===== src/rtl/sobel_pkg.sv =====
// Shared constants and small arithmetic helpers for the binary Sobel edge detector.
package sobel_pkg;

  localparam int IMG_W_DEF = 640;
  localparam int IMG_H_DEF = 480;
  localparam int GRAD_W    = 4;
  localparam int MAG_W     = 4;

  // Weighted 1-2-1 sum of three binary taps, range 0..4.
  function automatic logic [2:0] wsum(input logic a, input logic b, input logic c);
    return {2'b00, a} + {1'b0, b, 1'b0} + {2'b00, c};
  endfunction

  function automatic logic signed [GRAD_W-1:0] grad(input logic [2:0] pos, input logic [2:0] neg);
    return $signed({1'b0, pos}) - $signed({1'b0, neg});
  endfunction

  function automatic logic [MAG_W-1:0] abs_grad(input logic signed [GRAD_W-1:0] g);
    return g[GRAD_W-1] ? MAG_W'(-g) : MAG_W'(g);
  endfunction

endpackage


===== src/rtl/sobel_line_buf.sv =====
// Two-line history buffer: one 2-bit word per column, combinational read, write on clock.
// A write lands at the clock edge, so the same-cycle read still sees the old word.
module sobel_line_buf #(
  parameter int DEPTH = 640,
  parameter int AW    = 10
) (
  input  logic          clk,
  input  logic          we,
  input  logic [AW-1:0] addr,
  input  logic [1:0]    wdata,
  output logic [1:0]    rdata
);

  logic [1:0] mem [DEPTH];

  assign rdata = mem[addr];

  always_ff @(posedge clk) begin
    if (we) mem[addr] <= wdata;
  end

endmodule


===== src/rtl/sobel_edge.sv =====
// Streaming 3x3 Sobel edge detector on a binary raster; 2-cycle latency, or 3 cycles
// when SOBEL_OUT_REG_EN is defined (extra register on all four outputs).
module sobel_edge
  import sobel_pkg::*;
#(
  parameter int IMG_W  = IMG_W_DEF,
  parameter int IMG_H  = IMG_H_DEF,
  parameter int THRESH = 2
) (
  input  logic clk,
  input  logic rst,
  input  logic din,
  input  logic din_vld,
  input  logic din_sop,
  input  logic din_eop,
  output logic dout,
  output logic dout_vld,
  output logic dout_sop,
  output logic dout_eop
);

  localparam int CW = (IMG_W > 1) ? $clog2(IMG_W) : 1;
  localparam int RW = (IMG_H > 1) ? $clog2(IMG_H) : 1;

  logic          unused_eop;
  logic [CW-1:0] col_cnt, cur_col;
  logic [RW-1:0] row_cnt, cur_row;
  logic [1:0]    lb_rd;
  logic [2:0]    new_col, win_c0, win_c1, win_c2;
  logic          s1_vld, s1_sop, s1_eop;
  logic signed [GRAD_W-1:0] gx, gy;
  logic [MAG_W-1:0] mag;
  logic          edge_q, vld_q, sop_q, eop_q;

  assign unused_eop = din_eop;

  // A qualified sop places the current pixel at (0,0) regardless of the counters.
  always_comb begin
    cur_col = din_sop ? '0 : col_cnt;
    cur_row = din_sop ? '0 : row_cnt;
  end

  always_ff @(posedge clk) begin
    if (rst) begin
      col_cnt <= '0;
      row_cnt <= '0;
    end else if (din_vld) begin
      if (cur_col == CW'(IMG_W - 1)) begin
        col_cnt <= '0;
        row_cnt <= (cur_row == RW'(IMG_H - 1)) ? '0 : cur_row + 1'b1;
      end else begin
        col_cnt <= cur_col + 1'b1;
        row_cnt <= cur_row;
      end
    end
  end

  // Word layout: [1] = two rows up, [0] = one row up.
  sobel_line_buf #(
    .DEPTH (IMG_W),
    .AW    (CW)
  ) u_line_buf (
    .clk   (clk),
    .we    (din_vld),
    .addr  (cur_col),
    .wdata ({lb_rd[0], din}),
    .rdata (lb_rd)
  );

  // Column vector bits: [0] top row, [1] middle row, [2] bottom row (current pixel).
  assign new_col = {din, lb_rd[0], lb_rd[1]};

  always_ff @(posedge clk) begin
    if (din_vld) begin
      win_c0 <= win_c1;
      win_c1 <= win_c2;
      win_c2 <= new_col;
    end
  end

  always_ff @(posedge clk) begin
    if (rst) begin
      s1_vld <= 1'b0;
      s1_sop <= 1'b0;
      s1_eop <= 1'b0;
    end else begin
      s1_vld <= din_vld && (cur_row >= RW'(2)) && (cur_col >= CW'(2));
      s1_sop <= din_vld && (cur_row == RW'(2)) && (cur_col == CW'(2));
      s1_eop <= din_vld && (cur_row == RW'(IMG_H - 1)) && (cur_col == CW'(IMG_W - 1));
    end
  end

  always_comb begin
    gx  = grad(wsum(win_c2[0], win_c2[1], win_c2[2]), wsum(win_c0[0], win_c0[1], win_c0[2]));
    gy  = grad(wsum(win_c0[2], win_c1[2], win_c2[2]), wsum(win_c0[0], win_c1[0], win_c2[0]));
    mag = abs_grad(gx) + abs_grad(gy);
  end

  always_ff @(posedge clk) begin
    if (rst) begin
      edge_q <= 1'b0;
      vld_q  <= 1'b0;
      sop_q  <= 1'b0;
      eop_q  <= 1'b0;
    end else begin
      edge_q <= s1_vld && (mag >= MAG_W'(THRESH));
      vld_q  <= s1_vld;
      sop_q  <= s1_vld && s1_sop;
      eop_q  <= s1_vld && s1_eop;
    end
  end

`ifdef SOBEL_OUT_REG_EN
  always_ff @(posedge clk) begin
    if (rst) begin
      dout     <= 1'b0;
      dout_vld <= 1'b0;
      dout_sop <= 1'b0;
      dout_eop <= 1'b0;
    end else begin
      dout     <= edge_q;
      dout_vld <= vld_q;
      dout_sop <= sop_q;
      dout_eop <= eop_q;
    end
  end
`else
  assign dout     = edge_q;
  assign dout_vld = vld_q;
  assign dout_sop = sop_q;
  assign dout_eop = eop_q;
`endif

endmodule


===== config.mk =====
export PLATFORM = sky130hd
export DESIGN_NAME = sobel_edge
export DESIGN_NICKNAME = d
export VERILOG_FILES = /design/src/rtl/sobel_pkg.sv /design/src/rtl/sobel_line_buf.sv /design/src/rtl/sobel_edge.sv
export SDC_FILE = /design/constraint.sdc
export NUM_CORES = 2
export LEC_CHECK = 0
export ABC_AREA = 1
export CORE_MARGIN = 4
export CORE_UTILIZATION = 50
export DETAILED_ROUTE_END_ITERATION = 6
export PLACE_DENSITY = 0.62
export SYNTH_ARGS = -nofsm -noshare
export SYNTH_HDL_FRONTEND = slang
export SYNTH_SLANG_ARGS = --single-unit

===== constraint.sdc =====
create_clock -name clk -period 19.4 [get_ports clk]
set_clock_uncertainty 0.2 [all_clocks]
set_input_delay 4.85 -clock clk [delete_from_list [all_inputs] [get_ports clk]]
set_output_delay 4.85 -clock clk [all_outputs]
set_load 0.1 [all_outputs]

## Word-level counts from Yosys, hierarchy flattened

Memory sizes are Yosys's and may differ from the RTL's.
Cells that the tools add are included.

- Flip-flop bits (word level): 35
- Latch bits: 0
- Memory bits (writable): 1,280
- ROM bits: 0
- Input port bits: 6
- Output and inout bits: 4
- Memories kept: 1

Memories:

| memory | depth | width | read ports | clocked after Yosys merged registers in | write ports | line | source |
|---|---|---|---|---|---|---|---|
| u_line_buf.mem | 640 | 2 | 1 | 0 | 1 | sobel_line_buf.sv:14 | `logic [1:0] mem [DEPTH];` |

- Add/subtract/negate cells: 15
- Multiply operators: 0
- Divide/modulo/power cells: 0
- $lt $le $gt $ge: 3
- Equality and inequality tests: 4
- Shift-type cells: 0
- Muxes and demuxes: 9
- Bitwise operators: 0
- Reduce and logical (&&, ||, !) cells: 9

Operators with widths:

| cell | number |
|---|---|
| $mux W9 | 3 |
| $mux W10 | 2 |
| $add A1 B2 Y3 | 4 |
| $add A3 B1 Y3 | 4 |
| $add A10 B1 Y10 const B | 1 |
| $eq A10 B10 Y1 const B | 1 |
| $eq A10 B2 Y1 const B | 1 |
| $ge A10 B2 Y1 const B | 1 |
| $add A9 B1 Y9 const B | 1 |
| $eq A9 B2 Y1 const B | 1 |
| $eq A9 B9 Y1 const B | 1 |
| $ge A9 B2 Y1 const B | 1 |
| $logic_and A1 B1 Y1 | 9 |
| $mux W4 | 2 |
| $neg A4 Y4 | 2 |
| $sub A3 B3 Y4 | 2 |
| $add A4 B4 Y4 | 1 |
| $ge A4 B2 Y1 const B | 1 |
| $mux W1 | 2 |

## Longest topological paths before layout

- Depth after elaboration: 8
- Gate-level depth with buffers: 21
- Depth with buffers taken out: 18

## Hierarchy

A second synthesis with hierarchy kept.

- Cells, all modules: 5,555
- Area, all modules: 56,511.7 um2

By module, submodules not included:

| module | instances | cells an instance | area each (um2) | sequential area each (um2) |
|---|---|---|---|---|
| sobel_line_buf | 1 | 5,241 | 54,195.7 | 38,436.9 |
| sobel_edge | 1 | 314 | 2,316.0 | 790.8 |

## Least setup slack after synthesis

OpenSTA, ideal clock, no wires.

- Kind: in2reg
- Start point: input port din_sop
- End point: memory u_line_buf.mem[0][1], data pin
- Setup time: 1,766 ps
- Arrival time: 13,748 ps
- Required time: 17,434 ps
- Path slack: 3,687 ps
- Cell stages on the path: 17
- Path through: buf_6 > inv_6 > nand2_2 > inv_2 > nand2_1 > nor2_1 > buf_2 > nand2_1 > nand2_1 > nor2_1 > a21oi_1 > nor2_1 > nand2_1 > nand3_1 > nand2_1 > nand2_1 > nand2_1

- Word-level cells in the longest chain between the ends: 2

Ends and longest elaborated chain:

| item | line | source |
|---|---|---|
| start: declaration | sobel_edge.sv:14 | `input logic din_sop,` |
| $mux W10 | sobel_edge.sv:39 | `cur_col = din_sop ? '0 : col_cnt;` |
| $mem_v2 Z640 W2 | n/a |  |
| named net lb_rd[0] | sobel_edge.sv:28 | `logic [1:0] lb_rd;` |
| end: declaration | sobel_line_buf.sv:14 |  |

The timed path passes the listed nets, and every way through them passes these cells.

## Worst setup path after layout

- Start point: input port din_sop
- End point: memory u_line_buf.mem[295][1], data pin

The elaborated chain is that of the path after synthesis.

==> summary.txt <==
GRT
  • Initial antenna violation count: 2
  • Vias in the first global route: roughly 39000
  • First-pass GRT wire length: between 200000 and 250000 um
  • Largest net degree at the start of global routing: 238
  • Global route overflow: 0
  • GRT Total Usage: 0.276

Cells and area
  • Final net count: ~5500
  • Layout cells sized above 1: 0.0624
  • Most frequent cells in the layout: nor2_1, edfxtp_1, nand2_1, inv_1, o21ai_0
  • Fill count: 10000
  • Ant diodes: 0
  • Commonest non-fill, non-tap cell in the layout: nor2_1
  • Layout Area Growth over Synthesis: 9.26%

Worst setup path
  • Crit path kind: in2reg
  • R2r setup slk: 12.27 ns
  • Critical R2R Capture: u_line_buf.mem[295][1]
  • Crit end category: flop
  • Crit path arrival time: 11.18 ns
  • Setup crit end: u_line_buf.mem[295][1]
  • RR Startpoint: col_cnt[0]
  • CP max stage cell: buf_4
  • CP dominant cell by count: nand2_1
  • Origin of the worst setup path: din_sop
  • CP Max Fanout: about 240
  • Critical path required time: just under 20 ns
  • CP Launch Type: input pin
  • Largest stage delay on the critical path: 0.70 ns
  • Reg2Reg Depth: 20
  • Critical path cell sequence: clkdlybuf4s50_1 > buf_4 > inv_6 > nand2_8 > buf_12 > buf_4 > o21ai_0 > o21ai_0 > nand2_1 > nand2_1 > nor2_1 > a21oi_1 > nor2_1 > nand2_1 > nand3_1 > nand2_1 > nand2_1 > nand2_4 > buf_12

Logic synthesis
  • Synth Area in Adders: 0.00518
  • Synthesized area per cell: 10.3 sq um
  • Synth Flop Type: edfxtp_1
  • Post-synth EDFFs: 1289
  • Largest family of logic cells by synthesized area: simple AND/OR/NAND/NOR gates
  • Mapped cell area: around 0.058 sq mm
  • Post-synth ARST share: 0
  • Mux share of post-synthesis cell area: 0
  • Synth cell types: 45
  • Warnings, synthesis: 0
  • Portion of the post-synthesis area used by sequential elements: 0.677
  • Simple-gate share of the synthesized area: 0.196
  • Synthesized Nets: 5681
  • Synth Area in Compound Gates: 0.0574
  • Synth Area in XOR/XNOR: 0.00136
  • Synthesized flop and latch total: roughly 1300
  • Syn Inst Count: 5654

Route
  • Vias per std cell: 5.70
  • Iter 0 DRT Violations: ~5000
  • Mean routed wirelength per cell: 23.7 um
  • Routed Wire Length: 169000 um
  • Via count: a little over 40000
  • Drt drc: 0
  • Pre-antenna DRT Iters: 6
  • Post-route ant nets: 0

Pwr
  • Sw Ratio: 0.216
  • Sequential power share: 0.520
  • Maximum VDD drop: 71.6 uV
  • Psw: 0.00131 W
  • Clock share of power: 0.435
  • Leak: 22.9 nW
  • Total power draw: 0.00607 W
  • Cell Pwr Density: 95.8 mW/mm^2
  • Internal power: 0.00476 W
  • Comb power frac: 0.045

STA
  • Final Hold Violating Endpoints: 0
  • Setup violators final: 0
  • Tcrit/Tclk final: 0.569
  • Slew Viols, Final: 0
  • RSZ-0062 raised after global routing: no
  • Max Clk Rate: 90.6 MHz
  • Relative slew slack: 0.0782
  • Slew @ Worst Pin: 1.38 ns
  • Final TNS setup: 0 ns
  • Tmin final: 11.03 ns

Placement
  • I/O Buffers: 8
  • Routability Congestion: 0.864
  • DP HPWL: just under 90000 um

Clock tree
  • Worst-Skew Late Latency: 0.76 ns
  • TritonCTS clock tree: yes
  • Hold Buf Count CTS: 0
  • Clk buf depth: 3
  • Clock transition at path regs: 0.06 ns
  • Clk sinks: 1315
  • Cts repair resizes: 0
  • Cts bufs inserted: 142
  • # H-tree levels: 4
  • Setup bufs post-CTS: 0
  • Clk root buf: clkbuf_16

Die
  • Core Area: 0.115 sq mm
  • Ports: 10
  • Die footprint: roughly 0.12 sq mm
  • Starting Density: 0.506
  • Site Rows: 124
  • Die H: between 300 and 400 um
  • Die Wd: 349 um

Flow run
  • Max-cap violations: 0

Min path
  • Hold Path Depth: 2
  • Worst Hold Class: reg2reg

Run status
  • Outcome: complete, no violations
layout make-up:
class | count | area [sq um] | share of cell area
sequential | 1315 | 39200 | 0.619
timing repair buffer | 74 | 676 | 0.0107
multi-input combinational | 3495 | 15200 | 0.240
clock inverter | 75 | 666 | 0.0105
inverter | 489 | 1850 | 0.0292
clock buffer | 177 | 3830 | 0.0605
tap | 1512 | 1890 | 0.0299
synth_stat cells (15+ instances only):
cell type,count,area (sq um)
a21oi_1,54,270
buf_1,19,71.3
buf_2,172,861
buf_4,43,323
buf_6,15,169
clkbuf_1,103,387
dfxtp_1,26,521
edfxtp_1,1289,38700
ha_1,16,200
inv_1,478,1790
nand2_1,1061,3980
nand3_1,380,1900
nand4_1,19,119
nor2_1,1317,4940
o21ai_0,414,2070
o21ai_1,74,370
o22ai_1,66,413
or2_2,17,106
power by group through the flow:
stage,Clock [W],Combinational (W),Sequential [W]
2_1_floorplan,0,0.000169,0.00326
3_3_place_gp,0,0.000269,0.00322
3_5_place_dp,0,0.000272,0.00322
4_1_cts,0.00266,0.000273,0.00316
5_1_grt,0.00279,0.000302,0.00315
6_report,0.00264,0.000273,0.00316
critical path, delay by kind of cell:
kind                   cells  cell delay (ns)
buffers and inverters      6             2.87
and+or+nand+nor           10             2.10
AOI/OAI and AO/OA          3             0.60
sequential cells by signal, indices dropped and copies added, names as in the netlist:
register / cells
u_line_buf.mem: 1280
win_c2: 3
col_cnt: 10
win_c0: 3
dout_sop: 1
s1_sop: 1
s1_vld: 1
win_c1: 3
s1_eop: 1
row_cnt: 9
dout_vld: 1
dout_eop: 1
dout: 1
per-layer routing:
layer / vias up / routed length, um / track usage
li1: 18600 / - / -
met1: 19900 / 69000 / 0.385
met2: 1853 / 77300 / 0.430
met3: 360 / 15500 / 0.0475
met4: 0 / 7570 / 0.118
met5: - / 0 / 0
worst min-delay path by stage:
stage	slack [ns]	endpoint	start
after floorplan	0.20	win_c0[1]	win_c1[1]
after global placement	0.21	dout_sop	s1_sop
after detailed placement	0.21	dout_sop	s1_sop
after CTS	0.22	dout_sop	s1_sop
after global routing	0.23	dout_sop	s1_sop
final	0.22	dout_sop	s1_sop
per-stage QoR:
step	instance area [sq um]	std cells	hold WS [ns]	utilization	setup WS (ns)
final	63400	7137	0.219	0.553	8.37
after global routing	63400	7137	0.232	0.553	8.13
after CTS	63400	7137	0.220	0.553	8.57
after detailed placement	58900	6885	0.213	0.513	7.79
after global placement	58900	6885	0.205	0.513	7.82
after floorplan	58000	5654	0.200	-	3.69
kinds of logic after synthesis:
logic type      count (synthesis)
fa+ha+maj                      21
simple gates                 2832
compound gates                633
xor+xnor                        9
buf+inv                       844
flops                        1315
(Power assumes the default switching activity.)
